==> config.mk <==
export PLATFORM = sky130hd
export DESIGN_NAME = alu_ctrl_issue
export DESIGN_NICKNAME = d
export VERILOG_FILES = /design/src/rtl/alu_pkg.sv /design/src/rtl/alu_ctrl_decode.sv /design/src/rtl/alu_ctrl_issue.sv
export SDC_FILE = /design/constraint.sdc
export NUM_CORES = 1
export LEC_CHECK = 0
export ABC_AREA = 0
export CAP_MARGIN = 20
export CORE_UTILIZATION = 49
export DETAILED_ROUTE_END_ITERATION = 8
export PLACE_DENSITY = 0.78
export RECOVER_POWER = 100
export SYNTH_ARGS = -nofsm -noshare
export SYNTH_HDL_FRONTEND = slang
export SYNTH_HIERARCHICAL = 1
export SYNTH_SLANG_ARGS = --single-unit
==> constraint.sdc <==
create_clock -name clk_i -period 4.4 [get_ports clk_i]
set_input_delay 1.32 -clock clk_i [delete_from_list [all_inputs] [get_ports clk_i]]
set_output_delay 1.32 -clock clk_i [all_outputs]
set_load 0.005 [all_outputs]
==> src/rtl/alu_pkg.sv <==
// Shared ALU control constants.
// Holds the 4-bit ALU control codes, the main decoder's ALUOp encodings and the
// R-type funct values. The issue block and the ALU both import this package so
// the two ends of the ctrl interface always agree on the code points.
package alu_pkg;

  // ALU control codes. The ALU returns 0 for CtrlIllegal.
  localparam logic [3:0] CtrlAnd     = 4'd0;
  localparam logic [3:0] CtrlOr      = 4'd1;
  localparam logic [3:0] CtrlAdd     = 4'd2;
  localparam logic [3:0] CtrlSub     = 4'd6;
  localparam logic [3:0] CtrlSlt     = 4'd7;
  localparam logic [3:0] CtrlIllegal = 4'd15;

  // ALUOp encodings from the main decoder.
  localparam logic [2:0] AluOpLwSw  = 3'b000;
  localparam logic [2:0] AluOpBeq   = 3'b001;
  localparam logic [2:0] AluOpRType = 3'b010;
  localparam logic [2:0] AluOpAddi  = 3'b011;
  localparam logic [2:0] AluOpSlti  = 3'b100;
  localparam logic [2:0] AluOpOri   = 3'b101;
  localparam logic [2:0] AluOpAndi  = 3'b110;
  localparam logic [2:0] AluOpRsvd  = 3'b111;

  // R-type funct values.
  localparam logic [5:0] FunctAdd  = 6'h20;
  localparam logic [5:0] FunctAddu = 6'h21;
  localparam logic [5:0] FunctSub  = 6'h22;
  localparam logic [5:0] FunctSubu = 6'h23;
  localparam logic [5:0] FunctAnd  = 6'h24;
  localparam logic [5:0] FunctOr   = 6'h25;
  localparam logic [5:0] FunctSlt  = 6'h2A;

  // Issue buffer depth; pointers are 1 bit wide, so this must stay at 2.
  localparam int unsigned Depth = 2;

  typedef struct packed {
    logic       illegal;
    logic [3:0] ctrl;
  } entry_t;

endpackage

==> src/rtl/alu_ctrl_decode.sv <==
// Combinational ALU control decoder.
// Ports:
//   aluop_i   - ALUOp from the main decoder
//   funct_i   - R-type funct field, only consulted when aluop_i is R-type
//   ctrl_o    - 4-bit ALU control code
//   illegal_o - high when ctrl_o is the ILLEGAL code
module alu_ctrl_decode (
  input  logic [2:0] aluop_i,
  input  logic [5:0] funct_i,
  output logic [3:0] ctrl_o,
  output logic       illegal_o
);
  import alu_pkg::*;

  logic [3:0] funct_ctrl;

  always_comb begin
    funct_ctrl = CtrlIllegal;
    case (funct_i)
      FunctAdd, FunctAddu: funct_ctrl = CtrlAdd;
      FunctSub, FunctSubu: funct_ctrl = CtrlSub;
      FunctAnd:            funct_ctrl = CtrlAnd;
      FunctOr:             funct_ctrl = CtrlOr;
      FunctSlt:            funct_ctrl = CtrlSlt;
      default:             funct_ctrl = CtrlIllegal;
    endcase
  end

  always_comb begin
    ctrl_o = CtrlIllegal;
    unique case (aluop_i)
      AluOpLwSw:  ctrl_o = CtrlAdd;
      AluOpBeq:   ctrl_o = CtrlSub;
      AluOpRType: ctrl_o = funct_ctrl;
      AluOpAddi:  ctrl_o = CtrlAdd;
      AluOpSlti:  ctrl_o = CtrlSlt;
      AluOpOri:   ctrl_o = CtrlOr;
      AluOpAndi:  ctrl_o = CtrlAnd;
      AluOpRsvd:  ctrl_o = CtrlIllegal;
      default:    ctrl_o = CtrlIllegal;
    endcase
  end

  assign illegal_o = (ctrl_o == CtrlIllegal);

endmodule

==> src/rtl/alu_ctrl_issue.sv <==
// ALU control issue stage.
// Decodes ALUOp/funct on the input side and queues {ctrl, illegal} in a
// 2-entry FIFO, issued toward execute with a ready/valid handshake.
// Ports:
//   clk_i, rst_i          - clock, synchronous active-high reset
//   in_valid_i/in_ready_o - decode-side handshake
//   aluop_i, funct_i      - operation to decode (sampled only on accept)
//   out_valid_o/out_ready_i - execute-side handshake
//   ctrl_o, illegal_o     - head entry; forced to 0 when out_valid_o is low
module alu_ctrl_issue (
  input  logic       clk_i,
  input  logic       rst_i,
  input  logic       in_valid_i,
  output logic       in_ready_o,
  input  logic [2:0] aluop_i,
  input  logic [5:0] funct_i,
  output logic       out_valid_o,
  input  logic       out_ready_i,
  output logic [3:0] ctrl_o,
  output logic       illegal_o
);
  import alu_pkg::*;

  entry_t     mem_q [Depth];
  entry_t     wr_entry;
  entry_t     head;
  logic       wr_ptr_q, wr_ptr_d;
  logic       rd_ptr_q, rd_ptr_d;
  logic [1:0] count_q, count_d;
  logic       push, pop;

  alu_ctrl_decode u_decode (
    .aluop_i   (aluop_i),
    .funct_i   (funct_i),
    .ctrl_o    (wr_entry.ctrl),
    .illegal_o (wr_entry.illegal)
  );

  // Ready depends on registered count only, so out_ready_i never reaches in_ready_o.
  assign in_ready_o  = (count_q != 2'd2);
  assign out_valid_o = (count_q != 2'd0);
  assign push        = in_valid_i && in_ready_o;
  assign pop         = out_valid_o && out_ready_i;

  always_comb begin
    wr_ptr_d = wr_ptr_q;
    rd_ptr_d = rd_ptr_q;
    count_d  = count_q;
    if (push) wr_ptr_d = wr_ptr_q + 1'b1;
    if (pop)  rd_ptr_d = rd_ptr_q + 1'b1;
    if (push && !pop)      count_d = count_q + 2'd1;
    else if (pop && !push) count_d = count_q - 2'd1;
  end

  always_ff @(posedge clk_i) begin
    if (rst_i) begin
      wr_ptr_q <= 1'b0;
      rd_ptr_q <= 1'b0;
      count_q  <= 2'd0;
    end else begin
      wr_ptr_q <= wr_ptr_d;
      rd_ptr_q <= rd_ptr_d;
      count_q  <= count_d;
    end
  end

  // Storage needs no reset: count gates every read of it.
  always_ff @(posedge clk_i) begin
    if (push && !rst_i) begin
      mem_q[wr_ptr_q] <= wr_entry;
    end
  end

  assign head      = mem_q[rd_ptr_q];
  assign ctrl_o    = out_valid_o ? head.ctrl : 4'd0;
  assign illegal_o = out_valid_o ? head.illegal : 1'b0;

endmodule

==> run metrics, run 1 <==
outcome=complete, no violations; Post-DP HPWL=1040 um; Max-Slew Margin vs Limit=0.537; hold buffers post-CTS=0; Via density=approximately 5.7; commonest non-fill, non-tap cell in the layout=dlygate4sd3_1; crit path cell chain=nor2_1 -> nor2_1 -> dlygate4sd3_1; global route overflow=0; largest net degree at the start of global routing=10; drt first pass iters=4; DR DRC count=0; Most common cell on crit path=nor2_1; Max Cap Viol=0; Seq/Total Area, Yosys=0.546; vias in the first global route=531; CP top delay family=buffers and inverters; post-synthesis cell type count=25; worst-path maximum fanout=6; Die Y=40.7 um; Mapped Cells=69; DR WL/cell=12.0 um; CTS Buf Count=3; Pwr Density=456 mW/mm2; highest clock rate=334 MHz; number of setup buffers added after CTS=0; H-tree levels=1; die area=0.00165 mm2; Final GP Congestion=0.664; Resize count post-CTS=0; DRT iter0 DRCs=16; WL final=1270 um; Setup-failing EPs final=0; Crit Path Category=register to output port; Clk pin slew, worst setup/hold paths=0.08 ns; RSZ-0062 raised after global routing=false; CP max stage cell=dlygate4sd3_1; first-pass GRT wire length=between 1500 and 2000 um; PnR worst setup slack=1.41 ns; Area growth syn-to-layout=30.7%; Min Clock Period, post-route=2.99 ns; largest stage delay on the critical path=between 0.5 and 0.6 ns; Critical Path Start Type=register; VDD IR-drop max=roughly 0.24 mV; Core Footprint=roughly 0.0014 mm2; Clock Sinks=15; FILL cells=~110; # diodes=0; CP Data Arrival Time=1.67 ns; Critical Path RT=3.08 ns; FP Rows=13; synthesized flop and latch total=15; most frequent cells in the layout=11 x dlygate4sd3_1, 10 x edfxtp_1, 9 x nor2_1, 8 x clkdlybuf4s50_1, 6 x o21ai_0; gr usage total=0.192; Slew Viols, Final=0; Synth Cell Area=733 um2; layout cells sized above 1=0.0549; initial cell density of the core=0.543; endpoint class of the critical path=output port; mean area per synthesized cell=between 10 and 15 um2; post-place setup slack=1.56 ns; Die X=slightly above 40 um; Clock Tree Buf Depth=2; PortBufs=19; Mapped Nets=83; CP bufs+invs=1; Hold Path Class=register to register; antenna violations before repair=0; CTS root buffer=clkbuf_4; Final Hold Viols=0; period utilisation layout=0.680; Yosys warning total=6; Vias=599; clk_lat worst skew=0.28 ns; Final TNS setup=0 ns; IO Count=20; TritonCTS clock tree=done; Nets=106; Final ANT Viol Nets=0; slew of the pin with the lowest slew margin=0.689 ns; Pleak=approximately 0.36 nW; clock skew=0.00409 ns
[cells by family (layout without fill, tap and decap cells)]
| group | Yosys count | after routing | synth area share |
|---|---|---|---|
| muxes | 5 | 5 | 0.0683 |
| DFF | 15 | 15 | 0.546 |
| and+or+nand+nor | 23 | 23 | 0.167 |
| xor gates and xnor gates | 3 | 3 | 0.0358 |
| buffers and inverters | 6 | 28 | 0.0324 |
| adders and majority gates | 1 | 1 | 0.0171 |
| AOI/OAI and AO/OA | 16 | 16 | 0.133 |
[Yosys cell counts]
cell,number,area share
o21ba_2,1,0.014
nor4b_2,1,0.020
dfxtp_1,5,0.14
buf_2,1,0.0068
o31a_1,1,0.012
or3_1,2,0.017
o21ai_0,5,0.034
nor2_1,9,0.046
o21ai_1,1,0.0068
ha_1,1,0.017
nor3b_1,1,0.010
nand2b_1,2,0.017
nand2_1,2,0.010
xor2_1,3,0.036
nor3_1,2,0.014
o21a_1,1,0.010
edfxtp_1,10,0.41
a21oi_1,4,0.027
a221oi_1,1,0.012
mux2i_1,5,0.068
nand3_1,1,0.0068
or2_1,2,0.017
o22ai_1,2,0.017
nor2b_1,1,0.0085
inv_1,5,0.026
[through the flow]
step	util	hold WS, ns	cell area, um2	std cells	power (mW)
2_1_floorplan	-	0.461	733	69	0.292
3_3_place_gp	0.694	0.500	937	102	0.373
3_5_place_dp	0.694	0.507	937	102	0.378
4_1_cts	0.715	0.522	965	106	0.453
5_1_grt	0.710	0.545	958	106	0.473
6_report	0.710	0.525	958	106	0.437
[final timing paths]
path | start | to | slack, ns | depth (start not counted)
setup / recovery | count_q[0] | illegal_o | 1.41 | 3
hold / removal | rd_ptr_q | rd_ptr_q | 0.52 | 2
setup reg to reg | count_q[1] | count_q[1] | 2.61 | 7
hold reg to reg | rd_ptr_q | rd_ptr_q | 0.52 | 2
[flip-flops by register name (all words and copies together), names as in the netlist, named ones only]
| register | count |
|---|---|
| rd_ptr_q | 1 |
| wr_ptr_q | 1 |
| count_q | 2 |
| mem_q | 10 |
[worst min-delay path, stage by stage (launching register included)]
cell and delay (ns):
dfxtp_1 0.33, xor2_1 0.08, nor2_1 0.08
[power breakdown]
| part | switching (mW) | leakage [nW] | total [mW] | internal (mW) |
|---|---|---|---|---|
| logic | 0.0737 | 0.212 | 0.164 | 0.0905 |
| clock network | 0.0425 | 0.0177 | 0.0763 | 0.0337 |
| registers | 0.0214 | 0.133 | 0.197 | 0.175 |
[cell type report]
class	instances	area (um2)	area share
inverters	5	18.8	0.0196
flip-flops and latches	15	400	0.418
multi-input cells	48	303	0.316
well taps	15	18.8	0.0196
repair buffers	19	190	0.198
clock inverters	1	5.00	0.00522
clock buffers	3	22.5	0.0235
[metal layers]
| layer | up-vias | track usage | wire length (um) |
|---|---|---|---|
| li1 | 294 | - | - |
| met5 | - | 0 | 0 |
| met1 | 263 | 0.161 | 489 |
| met2 | 34 | 0.349 | 640 |
| met3 | 8 | 0.0652 | 84 |
| met4 | 0 | 0.167 | 55 |
No activity file was read; power rests on OpenSTA's default activity.
==> run 2, diff against run 1 <==
--- a/config.mk
+++ b/config.mk
@@ -7,9 +7,9 @@
 export LEC_CHECK = 0
 export ABC_AREA = 0
 export CAP_MARGIN = 20
-export CORE_UTILIZATION = 49
+export CORE_UTILIZATION = 41
 export DETAILED_ROUTE_END_ITERATION = 8
-export PLACE_DENSITY = 0.78
+export PLACE_DENSITY = 0.69
 export RECOVER_POWER = 100
 export SYNTH_ARGS = -nofsm -noshare
 export SYNTH_HDL_FRONTEND = slang
==> constraint.sdc (replaced) <==
create_clock -name clk_i -period 2.6 [get_ports clk_i]
set_input_delay 0.78 -clock clk_i [delete_from_list [all_inputs] [get_ports clk_i]]
set_output_delay 0.78 -clock clk_i [all_outputs]
set_load 0.005 [all_outputs]
==> run 2 against run 1 <==
Compared with the run above:
- cell count up 10%
- critical path depth unchanged
- hold slack worse by 0.010 ns
- critical path type unchanged
==> run metrics, run 2 (synthesized netlist as in run 1, its figures left out) <==
outcome=complete, no violations; IO Count=20; Sw Ratio=0.315; layout cells sized above 1=0.0538; highest clock rate=424 MHz; TritonCTS clock tree=done; global route overflow=0; hold buffers post-CTS=0; CP top delay family=buffers and inverters; vias in the first global route=579; Pwr Density=783 mW/mm2; Max Cap Viol=0; clk_lat worst skew=0.29 ns; Final ANT Viol Nets=0; H-tree levels=1; period utilisation layout=0.907; CP bufs+invs=1; Final TNS setup=0 ns; number of flip-flops in the largest register=10; Post-DP HPWL=1090 um; clock skew=0.0110 ns; WL final=between 1000 and 1500 um; largest stage delay on the critical path=0.46 ns; Resize count post-CTS=0; Top Registers=mem_q: 10 flops, count_q: 2 flops; Clk pwr share=0.178; combinational share of power=0.388; Hold Path Class=register to register; drt first pass iters=4; FP Rows=14; worst-path maximum fanout=6; Critical Path Start Type=register; Crit Path Category=register to output port; Min Clock Period, post-route=about 2.4 ns; Critical Path RT=roughly 1.8 ns; dpl cells=113; VDD IR-drop max=0.550 mV; Die X=roughly 44 um; Slew Viols, Final=0; DRT iter0 DRCs=22; Int Pwr=0.526 mW; RSZ-0062 raised after global routing=false; slew of the pin with the lowest slew margin=0.425 ns; Switching Power=0.242 mW; Biggest register=mem_q; Pleak=0.348 nW; initial cell density of the core=0.460; register share of total power=0.434; Core Footprint=0.00159 mm2; endpoint class of the critical path=output port; CTS root buffer=clkbuf_4; CTS Buf Count=3; Vias=592; Die Y=roughly 44 um; Clock Tree Buf Depth=2; PortBufs=19; Max-Slew Margin vs Limit=0.716; most frequent cells in the layout=14 x clkdlybuf4s50_1, 10 x edfxtp_1, 9 x nor2_1, 6 x o21ai_0; commonest non-fill, non-tap cell in the layout=clkdlybuf4s50_1; antenna violations before repair=0; Most common cell on crit path=nor2_1; DR DRC count=0; Final GP Congestion=0.740; FILL cells=140; largest net degree at the start of global routing=11; CP max stage cell=clkdlybuf4s50_1; Setup-failing EPs final=0; Final Hold Viols=0; post-layout util=0.615; first-pass GRT wire length=~2400 um; CP Data Arrival Time=1.58 ns; die area=0.00196 mm2; Nets=around 110; final non-filler cell total=~120; sequential cell area=400 um2; # diodes=0; number of setup buffers added after CTS=0; Area growth syn-to-layout=33.6%; Clk pin slew, worst setup/hold paths=0.10 ns; crit path cell chain=nor2_1 -> nor2_1 -> clkdlybuf4s50_1; Via density=between 5 and 6; Clock Sinks=15; DR WL/cell=11.7 um; gr usage total=0.177; total power=0.767 mW; area of the multi-input gates=303 um2
-- run 2: changes by cell type in the layout (fill, tap and decap cells not counted), sizes merged --
cell           change
clkinv             -1
dlygate4sd3        -6
clkinvlp           +1
clkbuf             +2
clkdlybuf4s50      +6
-- run 2: per-stage QoR --
stage          cell area (um2)  worst slack (ns)  hold slack (ns)
2_1_floorplan              733             0.841            0.461
3_5_place_dp               963             0.301            0.503
5_1_grt                    980            0.0931            0.560
3_3_place_gp               963             0.350            0.482
6_report                   980             0.241            0.514
4_1_cts                    993             0.181            0.519
-- run 2: power by group through the flow --
stage / sequential [mW] / combinational [mW] / clock (mW)
after floorplan: 0.321 / 0.173 / 0
after global placement: 0.339 / 0.298 / 0
after detailed placement: 0.340 / 0.310 / 0
after CTS: 0.335 / 0.311 / 0.143
after global routing: 0.339 / 0.339 / 0.152
final: 0.333 / 0.298 / 0.136
-- run 2: worst min-delay path, delay by kind of cell (launching register included) --
| family | cells | cell delay [ns] |
|---|---|---|
| flip-flops | 1 | 0.34 |
| AND/OR/NAND/NOR | 1 | 0.07 |
| XOR/XNOR | 1 | 0.08 |
-- run 2: path summary, 6_finish.rpt --
kind	from	end	slack (ns)	cells past startpoint
worst max-delay path	count_q[0]	ctrl_o[2]	0.24	3
worst min-delay path	rd_ptr_q	rd_ptr_q	0.51	2
worst max register to register	count_q[1]	count_q[1]	0.85	7
worst min register to register	rd_ptr_q	rd_ptr_q	0.51	2
-- run 2: final cells by class --
class,instances,share of cell area
tap,24,0.0307
clock inverter,1,0.00766
sequential,15,0.409
inverter,5,0.0192
clock buffer,3,0.0230
multi-input combinational,48,0.309
timing repair buffer,21,0.202
-- run 2: routing by layer --
| metal | vias to the layer above | share of wire | global-route usage | routed length, um |
|---|---|---|---|---|
| met5 | - | 0 | 0 | 0 |
| met4 | 0 | 0.029 | 0.127 | 39 |
| met3 | 4 | 0.031 | 0.0245 | 42 |
| met2 | 21 | 0.49 | 0.303 | 667 |
| met1 | 270 | 0.45 | 0.199 | 616 |
| li1 | 297 | - | - | - |
==> run 3, diff against run 2 <==
--- a/config.mk
+++ b/config.mk
@@ -6,6 +6,7 @@
 export NUM_CORES = 1
 export LEC_CHECK = 0
 export ABC_AREA = 0
+export ABC_CLOCK_PERIOD_IN_PS = 2600
 export CAP_MARGIN = 20
 export CORE_UTILIZATION = 41
 export DETAILED_ROUTE_END_ITERATION = 8
==> results of run 3 <==
No change in the layout: final DEF, timing and power equal those of run 2.
